`src/rtl/encode_check_pkg.sv`:
```
// Shared widths, FSM encoding, report flag positions and report payload layout for the
// encoder-check scheduler; purely declarative, no latency or backpressure of its own.
package encode_check_pkg;
    localparam int DATA_W      = 18;
    localparam int RPT_TIMEOUT = 1024;

    localparam int FLAG_ERR  = 0;
    localparam int FLAG_WARN = 1;
    localparam int FLAG_THR  = 2;
    localparam int FLAG_PART = 3;

    localparam logic [2:0] ST_IDLE    = 3'd0;
    localparam logic [2:0] ST_CLEAN   = 3'd1;
    localparam logic [2:0] ST_ARM     = 3'd2;
    localparam logic [2:0] ST_RUN     = 3'd3;
    localparam logic [2:0] ST_SETTLE  = 3'd4;
    localparam logic [2:0] ST_CAPTURE = 3'd5;
    localparam logic [2:0] ST_REPORT  = 3'd6;

    typedef logic [DATA_W-1:0] data_t;

    typedef struct packed {
        data_t       max;
        data_t       cnt;
        logic [3:0]  flags;
        logic [15:0] seq;
    } rpt_t;
endpackage

```
`src/rtl/encode_check_scheduler_if.sv`:
```
// Report channel from the scheduler to the host register bank; valid/ready, payload
// held stable by the master while valid is high and ready is low.
interface encode_check_scheduler_if;
    import encode_check_pkg::*;

    logic        rpt_valid;
    logic        rpt_ready;
    data_t       rpt_max;
    data_t       rpt_cnt;
    logic [3:0]  rpt_flags;
    logic [15:0] rpt_seq;

    modport master (
        output rpt_valid, rpt_max, rpt_cnt, rpt_flags, rpt_seq,
        input  rpt_ready
    );

    modport slave (
        input  rpt_valid, rpt_max, rpt_cnt, rpt_flags, rpt_seq,
        output rpt_ready
    );
endinterface

```
`src/rtl/encode_check_report_reg.sv`:
```
// Report payload register: latches checker results on capture, holds valid until accepted,
// a stop clears it, and in continuous mode a report left unaccepted past the timeout is discarded.
module encode_check_report_reg
    import encode_check_pkg::*;
(
    input  logic  clk_i,
    input  logic  rst_i,
    input  logic  cap_i,
    input  logic  clr_i,
    input  logic  drop_clr_i,
    input  logic  continuous_i,
    input  logic  partial_i,
    input  data_t thresh_i,
    input  data_t chk_max_i,
    input  data_t chk_cnt_i,
    input  logic  chk_err_lock_i,
    input  logic  chk_warn_lock_i,
    encode_check_scheduler_if.master rpt,
    output logic  accept_o,
    output logic  timeout_o,
    output logic  drop_o
);
    localparam int TMO_W = $clog2(RPT_TIMEOUT + 1);
    localparam logic [TMO_W-1:0] TMO_MAX = TMO_W'(RPT_TIMEOUT);

    rpt_t             pay_q, pay_d;
    logic             vld_q, vld_d;
    logic             drop_q, drop_d;
    logic [TMO_W-1:0] tmo_q, tmo_d;

    assign accept_o  = vld_q && !clr_i && rpt.rpt_ready;
    // tmo_q equals the number of cycles already spent waiting, so this fires on the
    // first cycle beyond RPT_TIMEOUT cycles of unaccepted valid.
    assign timeout_o = vld_q && !clr_i && !rpt.rpt_ready && continuous_i && (tmo_q == TMO_MAX);

    always_comb begin
        pay_d  = pay_q;
        vld_d  = vld_q;
        drop_d = drop_q;
        tmo_d  = '0;
        if (clr_i) begin
            vld_d = 1'b0;
        end else if (cap_i) begin
            vld_d                 = 1'b1;
            pay_d.max             = chk_max_i;
            pay_d.cnt             = chk_cnt_i;
            pay_d.flags[FLAG_ERR]  = chk_err_lock_i;
            pay_d.flags[FLAG_WARN] = chk_warn_lock_i;
            pay_d.flags[FLAG_THR]  = (chk_cnt_i >= thresh_i);
            pay_d.flags[FLAG_PART] = partial_i;
            pay_d.seq             = pay_q.seq + 16'd1;
        end else if (accept_o || timeout_o) begin
            vld_d = 1'b0;
        end
        if (vld_q && vld_d) begin
            tmo_d = (tmo_q == TMO_MAX) ? tmo_q : tmo_q + TMO_W'(1);
        end
        if (drop_clr_i) begin
            drop_d = 1'b0;
        end else if (timeout_o) begin
            drop_d = 1'b1;
        end
    end

    always_ff @(posedge clk_i) begin
        if (rst_i) begin
            pay_q  <= '0;
            vld_q  <= 1'b0;
            drop_q <= 1'b0;
            tmo_q  <= '0;
        end else begin
            pay_q  <= pay_d;
            vld_q  <= vld_d;
            drop_q <= drop_d;
            tmo_q  <= tmo_d;
        end
    end

    assign rpt.rpt_valid = vld_q && !clr_i;
    assign rpt.rpt_max   = pay_q.max;
    assign rpt.rpt_cnt   = pay_q.cnt;
    assign rpt.rpt_flags = pay_q.flags;
    assign rpt.rpt_seq   = pay_q.seq;
    assign drop_o        = drop_q;
endmodule

```
`src/rtl/encode_check_scheduler.sv`:
```
// Runs repeated encoder-continuity measurement windows: clean pulse 1 cycle after start,
// report valid SETTLE_CYC+2 cycles after window close, held until ready (or dropped on timeout).
module encode_check_scheduler
    import encode_check_pkg::*;
#(
    parameter int SETTLE_CYC = 4,
    parameter int WIN_W      = 32
) (
    input  logic             clk_i,
    input  logic             rst_i,
    input  logic             cfg_start_i,
    input  logic             cfg_stop_i,
    input  logic             cfg_continuous_i,
    input  logic [WIN_W-1:0] cfg_window_i,
    input  data_t            cfg_cnt_thresh_i,
    input  logic             eds_scan_en_i,
    input  logic             src_encode_en_i,
    input  data_t            chk_max_i,
    input  data_t            chk_cnt_i,
    input  logic             chk_err_lock_i,
    input  logic             chk_warn_lock_i,
    output logic             check_clean_o,
    output logic             check_scan_en_o,
    encode_check_scheduler_if.master rpt,
    output logic             busy_o,
    output logic             drop_o
);
    logic [2:0]       state_q, state_d;
    logic [WIN_W-1:0] cnt_q, cnt_d;
    logic [WIN_W-1:0] win_q, win_d;
    data_t            thr_q, thr_d;
    logic [3:0]       settle_q, settle_d;
    logic             partial_q, partial_d;
    logic             start_acc;
    logic             rpt_accept;
    logic             rpt_timeout;
    logic [WIN_W-1:0] cnt_inc;

    assign cnt_inc = cnt_q + WIN_W'(1);

    always_comb begin
        state_d   = state_q;
        cnt_d     = cnt_q;
        win_d     = win_q;
        thr_d     = thr_q;
        settle_d  = settle_q;
        partial_d = partial_q;
        start_acc = 1'b0;
        if (cfg_stop_i) begin
            state_d = ST_IDLE;
        end else begin
            case (state_q)
                ST_IDLE: begin
                    if (cfg_start_i) begin
                        state_d   = ST_CLEAN;
                        start_acc = 1'b1;
                    end
                end
                ST_CLEAN: begin
                    cnt_d   = '0;
                    win_d   = (cfg_window_i == '0) ? WIN_W'(1) : cfg_window_i;
                    thr_d   = cfg_cnt_thresh_i;
                    state_d = ST_ARM;
                end
                ST_ARM: begin
                    if (eds_scan_en_i) state_d = ST_RUN;
                end
                ST_RUN: begin
                    settle_d = '0;
                    if (src_encode_en_i) cnt_d = cnt_inc;
                    // A closing strobe wins over a coincident scan fall: the window is complete.
                    if (src_encode_en_i && (cnt_inc == win_q)) begin
                        state_d   = ST_SETTLE;
                        partial_d = 1'b0;
                    end else if (!eds_scan_en_i) begin
                        state_d   = ST_SETTLE;
                        partial_d = 1'b1;
                    end
                end
                ST_SETTLE: begin
                    if (settle_q == 4'(SETTLE_CYC - 1)) state_d = ST_CAPTURE;
                    else                                settle_d = settle_q + 4'd1;
                end
                ST_CAPTURE: state_d = ST_REPORT;
                ST_REPORT: begin
                    if (rpt_accept)       state_d = cfg_continuous_i ? ST_CLEAN : ST_IDLE;
                    else if (rpt_timeout) state_d = ST_CLEAN;
                end
                default: state_d = ST_IDLE;
            endcase
        end
    end

    always_ff @(posedge clk_i) begin
        if (rst_i) begin
            state_q   <= ST_IDLE;
            cnt_q     <= '0;
            win_q     <= '0;
            thr_q     <= '0;
            settle_q  <= '0;
            partial_q <= 1'b0;
        end else begin
            state_q   <= state_d;
            cnt_q     <= cnt_d;
            win_q     <= win_d;
            thr_q     <= thr_d;
            settle_q  <= settle_d;
            partial_q <= partial_d;
        end
    end

    assign check_clean_o   = (state_q == ST_CLEAN);
    assign check_scan_en_o = (state_q == ST_RUN) && eds_scan_en_i && !cfg_stop_i;
    assign busy_o          = (state_q != ST_IDLE);

    encode_check_report_reg u_report (
        .clk_i           (clk_i),
        .rst_i           (rst_i),
        .cap_i           (state_q == ST_CAPTURE),
        .clr_i           (cfg_stop_i),
        .drop_clr_i      (start_acc),
        .continuous_i    (cfg_continuous_i),
        .partial_i       (partial_q),
        .thresh_i        (thr_q),
        .chk_max_i       (chk_max_i),
        .chk_cnt_i       (chk_cnt_i),
        .chk_err_lock_i  (chk_err_lock_i),
        .chk_warn_lock_i (chk_warn_lock_i),
        .rpt             (rpt),
        .accept_o        (rpt_accept),
        .timeout_o       (rpt_timeout),
        .drop_o          (drop_o)
    );
endmodule
```
`src/flat_wrapper.sv`:
```
// flat-port wrapper written by rule: the top's interface ports become plain ports
module encode_check_scheduler_flat import encode_check_pkg::*;
#(
    parameter int SETTLE_CYC = 4,
    parameter int WIN_W      = 32
)
  (clk_i, rst_i, cfg_start_i, cfg_stop_i, cfg_continuous_i, cfg_window_i, cfg_cnt_thresh_i, eds_scan_en_i, src_encode_en_i, chk_max_i, chk_cnt_i, chk_err_lock_i, chk_warn_lock_i, check_clean_o, check_scan_en_o, busy_o, drop_o, rpt_rpt_valid, rpt_rpt_max, rpt_rpt_cnt, rpt_rpt_flags, rpt_rpt_seq, rpt_rpt_ready);
  encode_check_scheduler_if rpt_i ();
  input  logic clk_i;
  input  logic rst_i;
  input  logic cfg_start_i;
  input  logic cfg_stop_i;
  input  logic cfg_continuous_i;
  input  logic [WIN_W-1:0] cfg_window_i;
  input  data_t cfg_cnt_thresh_i;
  input  logic eds_scan_en_i;
  input  logic src_encode_en_i;
  input  data_t chk_max_i;
  input  data_t chk_cnt_i;
  input  logic chk_err_lock_i;
  input  logic chk_warn_lock_i;
  output logic check_clean_o;
  output logic check_scan_en_o;
  output logic busy_o;
  output logic drop_o;
  output wire logic [$bits(rpt_i.rpt_valid)-1:0] rpt_rpt_valid;
  output wire logic [$bits(rpt_i.rpt_max)-1:0] rpt_rpt_max;
  output wire logic [$bits(rpt_i.rpt_cnt)-1:0] rpt_rpt_cnt;
  output wire logic [$bits(rpt_i.rpt_flags)-1:0] rpt_rpt_flags;
  output wire logic [$bits(rpt_i.rpt_seq)-1:0] rpt_rpt_seq;
  input wire logic [$bits(rpt_i.rpt_ready)-1:0] rpt_rpt_ready;
  assign rpt_rpt_valid = rpt_i.rpt_valid;
  assign rpt_rpt_max = rpt_i.rpt_max;
  assign rpt_rpt_cnt = rpt_i.rpt_cnt;
  assign rpt_rpt_flags = rpt_i.rpt_flags;
  assign rpt_rpt_seq = rpt_i.rpt_seq;
  assign rpt_i.rpt_ready = rpt_rpt_ready;
  encode_check_scheduler #(.SETTLE_CYC(SETTLE_CYC), .WIN_W(WIN_W)) u_core (.clk_i(clk_i), .rst_i(rst_i), .cfg_start_i(cfg_start_i), .cfg_stop_i(cfg_stop_i), .cfg_continuous_i(cfg_continuous_i), .cfg_window_i(cfg_window_i), .cfg_cnt_thresh_i(cfg_cnt_thresh_i), .eds_scan_en_i(eds_scan_en_i), .src_encode_en_i(src_encode_en_i), .chk_max_i(chk_max_i), .chk_cnt_i(chk_cnt_i), .chk_err_lock_i(chk_err_lock_i), .chk_warn_lock_i(chk_warn_lock_i), .check_clean_o(check_clean_o), .check_scan_en_o(check_scan_en_o), .rpt(rpt_i), .busy_o(busy_o), .drop_o(drop_o));
endmodule
```
`config.mk`:
```
export PLATFORM = sky130hd
export DESIGN_NAME = encode_check_scheduler_flat
export DESIGN_NICKNAME = d
export VERILOG_FILES = /design/src/rtl/encode_check_pkg.sv /design/src/rtl/encode_check_scheduler_if.sv /design/src/rtl/encode_check_report_reg.sv /design/src/rtl/encode_check_scheduler.sv /design/src/flat_wrapper.sv
export SDC_FILE = /design/constraint.sdc
export NUM_CORES = 1
export LEC_CHECK = 0
export ABC_CLOCK_PERIOD_IN_PS = 3400
export CORE_ASPECT_RATIO = 0.5
export CORE_UTILIZATION = 35
export DETAILED_ROUTE_END_ITERATION = 8
export GPL_ROUTABILITY_DRIVEN = 0
export GPL_TIMING_DRIVEN = 0
export REMOVE_ABC_BUFFERS = 1
export SLEW_MARGIN = 0
export SYNTH_ARGS = -nofsm -noshare
export SYNTH_HDL_FRONTEND = slang
export SYNTH_SLANG_ARGS = --single-unit
```
`constraint.sdc`:
```
create_clock -name clk_i -period 3.4 [get_ports clk_i]
set_input_delay 0.34 -clock clk_i [delete_from_list [all_inputs] [get_ports clk_i]]
set_output_delay 0.34 -clock clk_i [all_outputs]
set_load 0.02 [all_outputs]
```
* Yosys cells after proc, flatten, opt, wreduce, memory -nomap -nowiden *
Cells that the tools add are included.

storage, ports and cells
  register bits after elaboration = 159
  bits of input ports = 96
  output and inout bits = 61

cells by class
  $add $sub $neg = 4
  $lt $le $gt $ge = 1
  equality and inequality tests = 17
  multiplexer cells = 22
  bitwise operators = 2
  reductions and logical operators = 26

operator list
  operator               count
  $mux 32                2
  $pmux 32 s2            1
  $add 32x1->32 const B  1
  $eq 32x32->1           1
  $logic_not 32->1       1
  $mux 3                 7
  $pmux 3 s7             1
  $ge 18x18->1           1
  $add 16x1->16 const B  1
  $add 11x1->11 const B  1
  $eq 11x11->1 const B   1
  $eq 3x3->1 const B     3
  $logic_and 1x1->1      9
  $mux 1                 9
  $reduce_and 3->1       3
  $ne 2x2->1 const B     4
  $pmux 4 s2             1
  $eq 3x2->1 const B     2
  $reduce_or 2->1        3
  $reduce_and 5->1       1
  $add 4x1->4 const B    1
  $eq 4x2->1 const B     1
  $mux 4                 1
  $ne 2x1->1 const B     2
  10 further kinds       14

* Longest topological paths before layout *
Gate-level depths: netlist (run 1).

  depth after elaboration = 12
  gate-level depth with buffers = 9
  gate-level depth less buffers = 9

* By module *
A second synthesis (run 1) with hierarchy kept.

second synthesis, totals
  cells, all modules = 1065
  area, all modules = 8039.0 µm²

by module, submodules not included
  module                   times used  cells an instance  area each (µm²)  seq. area each (µm²)
  encode_check_scheduler   1           684                4924.7           1801.7
  encode_check_report_reg  1           381                3114.2           1381.3

* Worst setup path before layout (run 1) *
OpenSTA, ideal clock, no wires.

  path kind = register to register
  start point = register u_core.cnt_q[8]
  end point = register u_core.state_q[2]
  library setup time = 0.060 ns
  arrival time = 2.667 ns
  data required time = 3.340 ns
  slack = 0.673 ns
  stages on the path, launching flop included = 9
  path buffers = 1
  period minus slack after synthesis = 2.727 ns
  cell sequence = dfxtp_1 > buf_6 > nand3_2 > nor4_1 > nand4_1 > xnor2_1 > or4_4 > nor4_4 > o221a_1

on the way
  word-level cells in the longest chain between the ends = 5

RTL lines
  what                                                   RTL line                       RTL
  from (decl)                                            encode_check_scheduler.sv:29   logic [WIN_W-1:0] cnt_q, cnt_d;
  from (signal assigned)                                 encode_check_scheduler.sv:104  cnt_q <= cnt_d;
  $add 32x1->32 (*)                                      encode_check_scheduler.sv:39   assign cnt_inc = cnt_q + WIN_W'(1);
  $eq 32x32->1 (*)                                       encode_check_scheduler.sv:72   if (src_encode_en_i && (cnt_inc == win_q)) begin
  $logic_and 1x1->1 (*)                                  encode_check_scheduler.sv:72
  $mux 3 / $ne 3x2->1 (equally long branches)            -
  $pmux 3 s7 / $reduce_and 5->1 (equally long branches)  -
  to (signal assigned)                                   encode_check_scheduler.sv:103  state_q <= state_d;
  to (decl)                                              encode_check_scheduler.sv:28   logic [2:0] state_q, state_d;

Every way passes the cells marked *; elsewhere a longest branch is shown, timed or not.
A chain may end at the register's enable or synchronous reset.

* Worst setup path in the final report (run 1) *
  start point = register u_core.cnt_q[2]
  end point = register u_core.state_q[2]

Same word-level chain as after synthesis.

==> flow_metrics.py, run 1 <==
metrics = {
    "placed_design": {
        "pre_cts_ws_ps": -373,
        "portBuffers": 156,
        "dp_cells": 1422,
        "hpwlAfterDp_um": 15100,
        "dpl-instance-area_um2": 9710,
    },
    "timing": {
        "finClkSkew_ps": 6.43,
        "worst_pin_slew_ps": 1050,
        "period_minus_slack_ps": 3210,
        "fmax_mhz": 312,
        "slew_violations": 0,
        "hold_violations": 0,
        "layout_setup_ws_ps": 192,
        "max-slew-margin-rel_pct": 30.1,
        "period_share_pct": 94.3,
        "finalSetupViolCount": 0,
    },
    "synth": {
        "synth-edff-count": 0,
        "async_reset_ff_share_pct": 0,
        "ys.flop_type": "dfxtp_1",
        "synthSimpleGateAreaFrac_pct": 26.9,
        "synth.distinct_cells": 66,
        "ys_seq_elements": 159,
        "post_synth_fa_ha_maj_area_fraction_pct": 3.60,
        "yosysWarnings": 0,
        "synth_top_family_by_area": "simple AND/OR/NAND/NOR gates",
        "seq_area_frac_synth_pct": 39.9,
        "synth_top_area_cell": "dfxtp_1",
        "synthMuxAreaShare_pct": 0.517,
        "avgSynthCellArea_um2": 7.80,
        "synth_area_um2": 7980,
        "synth-xor-area-share_pct": 7.68,
        "synth_cells": 1024,
        "synth_compound_area_share_pct": 16.0,
        "ys_top_cells_by_area": "dfxtp_1 40%, nand2_1 10%, a21oi_1 8.4%, xnor2_1 3.9%, xor2_1 3.7%",
        "yosys.area.top_type_share_pct": 39.9,
    },
    "die": {
        "die_height_um": 109,
        "die_w_um": 216,
        "rows": 38,
        "boundaryPins": 157,
        "die_area_um2": 23500,
        "core_area_um2": 22000,
        "start_util_pct": 36.3,
    },
    "routing": {
        "drt-total-wl_um": 21800,
        "wl_per_cell_um": 15.0,
        "drtIter0Drc": 503,
        "vias_per_cell": 5.12,
        "drtAntennaViolNets": 0,
        "drtPass1Iterations": 5,
        "dr_total_vias": 7449,
        "post-route-drc-count": 0,
    },
    "finish": {
        "syn_to_final_growth_pct": 30.7,
        "nets": 1260,
        "layout-drive-gt1-share_pct": 5.72,
        "fin_util_pct": 47.4,
        "stdcell_area_um2": 10400,
        "diodes": 0,
        "instances_no_fill": 1454,
    },
    "worst_setup_path": {
        "worstPathRequired_ps": 3780,
        "cp_data_arrival_time_ps": 3590,
        "setup.worst_path.class": "reg2reg",
        "end_kind": "flip-flop",
        "cp_max_fo": 10,
        "start_kind": "flip-flop",
        "r2r_cells": 7,
    },
    "power_and_ir_drop": {
        "ir_drop_mv": 0.362,
        "powerDensity_nw_per_um2": 419,
        "p_leak_nw": 3.50,
    },
    "worst_hold_path": {
        "hold_path_class": "in2reg",
        "hold_depth": 2,
    },
    "clock_tree": {
        "cts_tree": "built",
        "clockRootBuffer": "clkbuf_16",
        "clk-insertion-delay-late_ps": 440,
        "htreeDepth": 4,
        "clockBufferDepth": 2,
        "cts_sinks": 159,
        "cts_buffers": 17,
        "postCtsSetupRepairBufs": 0,
        "path_clk_slew_ps": 60,
    },
    "global_route": {
        "grt_overflow_total": 0,
        "grt_pass1_wl_um": 35100,
        "grt_max_degree": 80,
        "grt_use_total_pct": 18.7,
        "grt_antenna_before_repair": 0,
        "grt_pass1_vias": 6968,
    },
    "run": {
        "cap_violations": 0,
    },
    "outcome": {
        "status": "finished, final reports clean",
    },
}
worst max-delay path, cell delays in order, from the launching register on:
cell     delay [ps]
dfxtp_1         550
nand4_2         400
nor4_1          650
xnor2_1         130
nor4_1          500
nand4_1         220
nor4_4          460
o221a_1         240
state kept, by name, indices dropped and copies added, names as in the netlist:
register                       count
u_core.u_report.drop_o             1
u_core.win_q                      32
u_core.settle_q                    4
u_core.state_q                     3
u_core.cnt_q                      32
u_core.thr_q                      18
u_core.u_report.rpt.rpt_seq       16
u_core.partial_q                   1
u_core.u_report.vld_q              1
u_core.u_report.rpt.rpt_max       18
u_core.u_report.rpt.rpt_cnt       18
u_core.u_report.tmo_q             11
u_core.u_report.rpt.rpt_flags      4
synthesized netlist by cell type, types with 6 or more instances:
library cell	count
a211oi_1	8
a21o_1	6
a21oi_1	134
a31oi_1	9
and3_1	13
and4_1	7
clkbuf_1	43
dfxtp_1	159
ha_1	23
inv_1	28
nand2_1	220
nand2b_1	6
nand3_1	22
nand3b_1	6
nand4_1	22
nor2_1	72
nor3_1	20
nor4_1	25
o21ai_0	34
or3_1	8
xnor2_1	36
xor2_1	34
path summary, 6_finish.rpt:
kind,startpoint,to,slack (ps)
max reg2reg,u_core.cnt_q[2],u_core.state_q[2],190
min reg2reg,u_core.u_report.rpt.rpt_max[5],u_core.u_report.rpt.rpt_max[5],450
min,rst_i,u_core.win_q[4],340
max,u_core.cnt_q[2],u_core.state_q[2],190
placed cells by master, fill, tap and decap left out, types with 23 or more instances in the layout:
cell	netlist	routed
inv_1	28	28
dfxtp_1	159	158
o21ai_0	34	34
nand2_1	220	218
ha_1	23	23
nor2_1	72	72
xnor2_1	36	36
xor2_1	34	34
clkdlybuf4s50_1	0	155
a21oi_1	134	134
metrics by stage:
step	power, mW	hold WS [ps]	TNS, ps
3_3_place_gp	2.21	442	-351610
2_1_floorplan	2.03	409	-25670
4_1_cts	4.43	334	0
3_5_place_dp	2.22	446	-4950
6_report	4.38	338	0
5_1_grt	4.53	365	-11.8
power by group:
| group | switching, mW | total (mW) | internal (mW) | leakage (nW) |
|---|---|---|---|---|
| Combinational | 0.133 | 0.291 | 0.158 | 1.90 |
| Clock | 0.795 | 2.20 | 1.40 | 0.322 |
| Sequential | 0.0123 | 1.89 | 1.88 | 1.28 |
cell families (layout without fill, tap and decap cells):
family | count (synthesis) | in the layout
AO/OA/AOI/OAI | 223 | 223
buffers and inverters | 92 | 222
XOR/XNOR | 70 | 70
multiplexers | 4 | 4
AND/OR/NAND/NOR | 453 | 453
adder cells (fa/ha/maj) | 23 | 23
flip-flops | 159 | 159
layer usage:
| metal | track usage, % | vias to the layer above | part of all wire (%) |
|---|---|---|---|
| met4 | 7.55 | 0 | 1.7 |
| li1 | - | 3778 | - |
| met5 | 0 | - | 0 |
| met3 | 3.32 | 25 | 3.8 |
| met2 | 31.7 | 159 | 47 |
| met1 | 23.7 | 3487 | 47 |
timing repair:
item | in CTS | in global routing
pin swaps | 0 | 0
resized for setup | 2 | 8
hold buffers | 0 | 0
setup endpoints to repair | 12 | 4
layout make-up:
type,instances,area (um2)
inverter,28,105
timing repair buffer,162,1660
multi-input combinational,773,4430
tap,300,375
clock inverter,9,178
clock buffer,23,498
sequential,159,3180
fill,2119,11600
(Power assumes the default switching activity.)
==> run 2, diff against run 1 <==
- ABC_CLOCK_PERIOD_IN_PS: 3400 -> 3800
- CTS_CLUSTER_SIZE: default -> 16
- clock period: 3.4 -> 3.8 ns (I/O delays scaled with it)
==> run 2 against run 1 <==
Setup slack improved by 120 ps. Count of clock-buffer cells in the layout stayed put. Worst hold slack gained 39 ps. Non-clock buffer count unchanged. Clock power fell by 10%. Maximum frequency fell by 8.1%. Final area decreased by 0.46%. Combinational power shrank 11%. Clock skew grew 0.51 ps. Via count increased by 0.50%. Global-route usage stayed put. Critical path depth grew 1.
==> flow_metrics.py, run 2 (synthesis results as in run 1) <==
metrics = {
    "global_route": {
        "grt_antenna_before_repair": 0,
        "grt_pass1_vias": 6968,
        "grt_overflow_total": 0,
        "grt_pass1_wl_um": 35100,
        "grt_use_total_pct": 18.7,
        "grt_max_degree": 80,
    },
    "worst_setup_path": {
        "cp_data_arrival_time_ps": 3870,
        "r2r_slack_ps": 310,
        "start_kind": "flip-flop",
        "worstReg2RegStart": "u_core.cnt_q[0]",
        "timing.rr.end": "u_core.state_q[2]",
        "r2r_cells": 8,
        "setup.worst_path.class": "reg2reg",
        "path_delay_family": "simple AND/OR/NAND/NOR gates",
        "cp_num_buf_inv": 0,
        "end_kind": "flip-flop",
        "critPathSlowestCell": "nor4_1",
        "crit_chain": "ha_1 > nand3_1 > nor4_1 > xnor2_1 > nor4_1 > nand4_1 > nor4_4 > o221a_1",
        "critPathMaxStageDelay_ps": 640,
        "cp_max_fo": 10,
        "worstPathRequired_ps": 4180,
        "worst_path_most_repeated_cell": "nor4_1",
    },
    "timing": {
        "fmax_mhz": 287,
        "slew_violations": 0,
        "finClkSkew_ps": 6.93,
        "max-slew-margin-rel_pct": 27.8,
        "period_share_pct": 91.8,
        "period_minus_slack_ps": 3490,
        "worst_pin_slew_ps": 1080,
        "hold_violations": 0,
        "layout_setup_ws_ps": 311,
        "rsz0062_at_grt": "false",
        "finalSetupViolCount": 0,
    },
    "clock_tree": {
        "clockBufferDepth": 2,
        "cts_buffers": 17,
        "path_clk_slew_ps": 70,
        "cts_sinks": 159,
        "clockRootBuffer": "clkbuf_16",
        "clk-insertion-delay-late_ps": 440,
        "cts_tree": "built",
        "htreeDepth": 4,
    },
    "routing": {
        "drtAntennaViolNets": 0,
        "drt-total-wl_um": 21800,
        "drtIter0Drc": 463,
        "post-route-drc-count": 0,
        "drtPass1Iterations": 5,
        "dr_total_vias": 7486,
        "wl_per_cell_um": 15.0,
        "vias_per_cell": 5.15,
    },
    "power_and_ir_drop": {
        "ir_drop_mv": 0.326,
        "total_power_mw": 3.92,
        "powerDensity_nw_per_um2": 377,
        "p_leak_nw": 3.49,
    },
    "finish": {
        "fin_util_pct": 47.2,
        "nets": 1260,
        "instances_no_fill": 1454,
        "final_common_cell": "nand2_1",
        "layout-drive-gt1-share_pct": 5.11,
        "reg.largest.list": "u_core.cnt_q: 32 flops, u_core.win_q: 32 flops",
        "fillers": 2124,
        "diodes": 0,
        "stdcell_area_um2": 10400,
        "final_cell_mix": "219 x nand2_1, 159 x dfxtp_1, 155 x clkdlybuf4s50_1, 134 x a21oi_1, 72 x nor2_1",
        "syn_to_final_growth_pct": 30.2,
    },
    "outcome": {
        "status": "finished, final reports clean",
    },
    "worst_hold_path": {
        "hold_depth": 2,
        "worstHoldStart": "rst_i",
        "hold_path_class": "in2reg",
        "holdPathEnd": "u_core.win_q[4]",
    },
    "placed_design": {
        "hpwlAfterDp_um": 15100,
        "dp_cells": 1422,
        "portBuffers": 156,
        "pre_cts_ws_ps": -12.5,
        "dpl-instance-area_um2": 9710,
    },
    "die": {
        "core_area_um2": 22000,
        "boundaryPins": 157,
        "die_area_um2": 23500,
        "die_w_um": 216,
        "die_height_um": 109,
        "start_util_pct": 36.3,
        "rows": 38,
    },
    "run": {
        "cap_violations": 0,
    },
}
[run 2: final cells by class]
type                            count  area (um2)  share of cell area, %
Inverter                           28         105                   1.01
Timing Repair Buffer              162        1660                   16.0
Tap cell                          300         375                   3.61
Multi-Input combinational cell    773        4390                   42.2
Clock inverter                      9         178                   1.71
Clock buffer                       23         498                   4.79
Sequential cell                   159        3180                   30.6
[run 2: worst max-delay path by stage]
| stage | start | endpoint | slack (ps) | depth (start not counted) |
|---|---|---|---|---|
| final | u_core.cnt_q[0] | u_core.state_q[2] | 310 | 8 |
| after CTS | u_core.cnt_q[7] | u_core.state_q[2] | 180 | 7 |
| after detailed placement | cfg_stop_i | u_core.cnt_q[28] | -10 | 7 |
| after global routing | u_core.cnt_q[0] | u_core.state_q[0] | 160 | 8 |
| after floorplan | u_core.state_q[0] | u_core.cnt_q[13] | -600 | 5 |
| after global placement | cfg_stop_i | u_core.cnt_q[19] | -3930 | 5 |
[run 2: worst reg2reg max path: stages, from the launching register on]
cell and delay (ps):
dfxtp_1 470, ha_1 340, nand3_1 410, nor4_1 640, xnor2_1 150, nor4_1 510
nand4_1 220, nor4_4 450, o221a_1 240
[run 2: stage by stage]
| step | hold slack (ps) | setup TNS [ps] |
|---|---|---|
| after detailed placement | 446 | -24.5 |
| after CTS | 374 | 0 |
| after global routing | 405 | 0 |
| final | 376 | 0 |
| after global placement | 442 | -294370 |
| after floorplan | 426 | -8280 |
[run 2: timing repair]
item,in CTS,in global routing
hold buffers,0,0
setup buffers,0,0
endpoints found under the setup margin,0,4
gates resized for setup,0,1
[run 2: power breakdown]
group | switching, mW | internal [mW] | total (mW)
sequential | 0.0110 | 1.68 | 1.69
clock | 0.714 | 1.25 | 1.97
combinational | 0.119 | 0.141 | 0.260
total | 0.844 | 3.07 | 3.92
[run 2: metal layers]
| metal | global-route usage (%) | share of wire [%] | vias to the layer above |
|---|---|---|---|
| met5 | 0 | 0 | - |
| met4 | 7.55 | 1.7 | 0 |
| met3 | 3.32 | 4.0 | 23 |
| met2 | 31.7 | 47 | 162 |
| li1 | - | - | 3777 |
| met1 | 23.7 | 47 | 3524 |
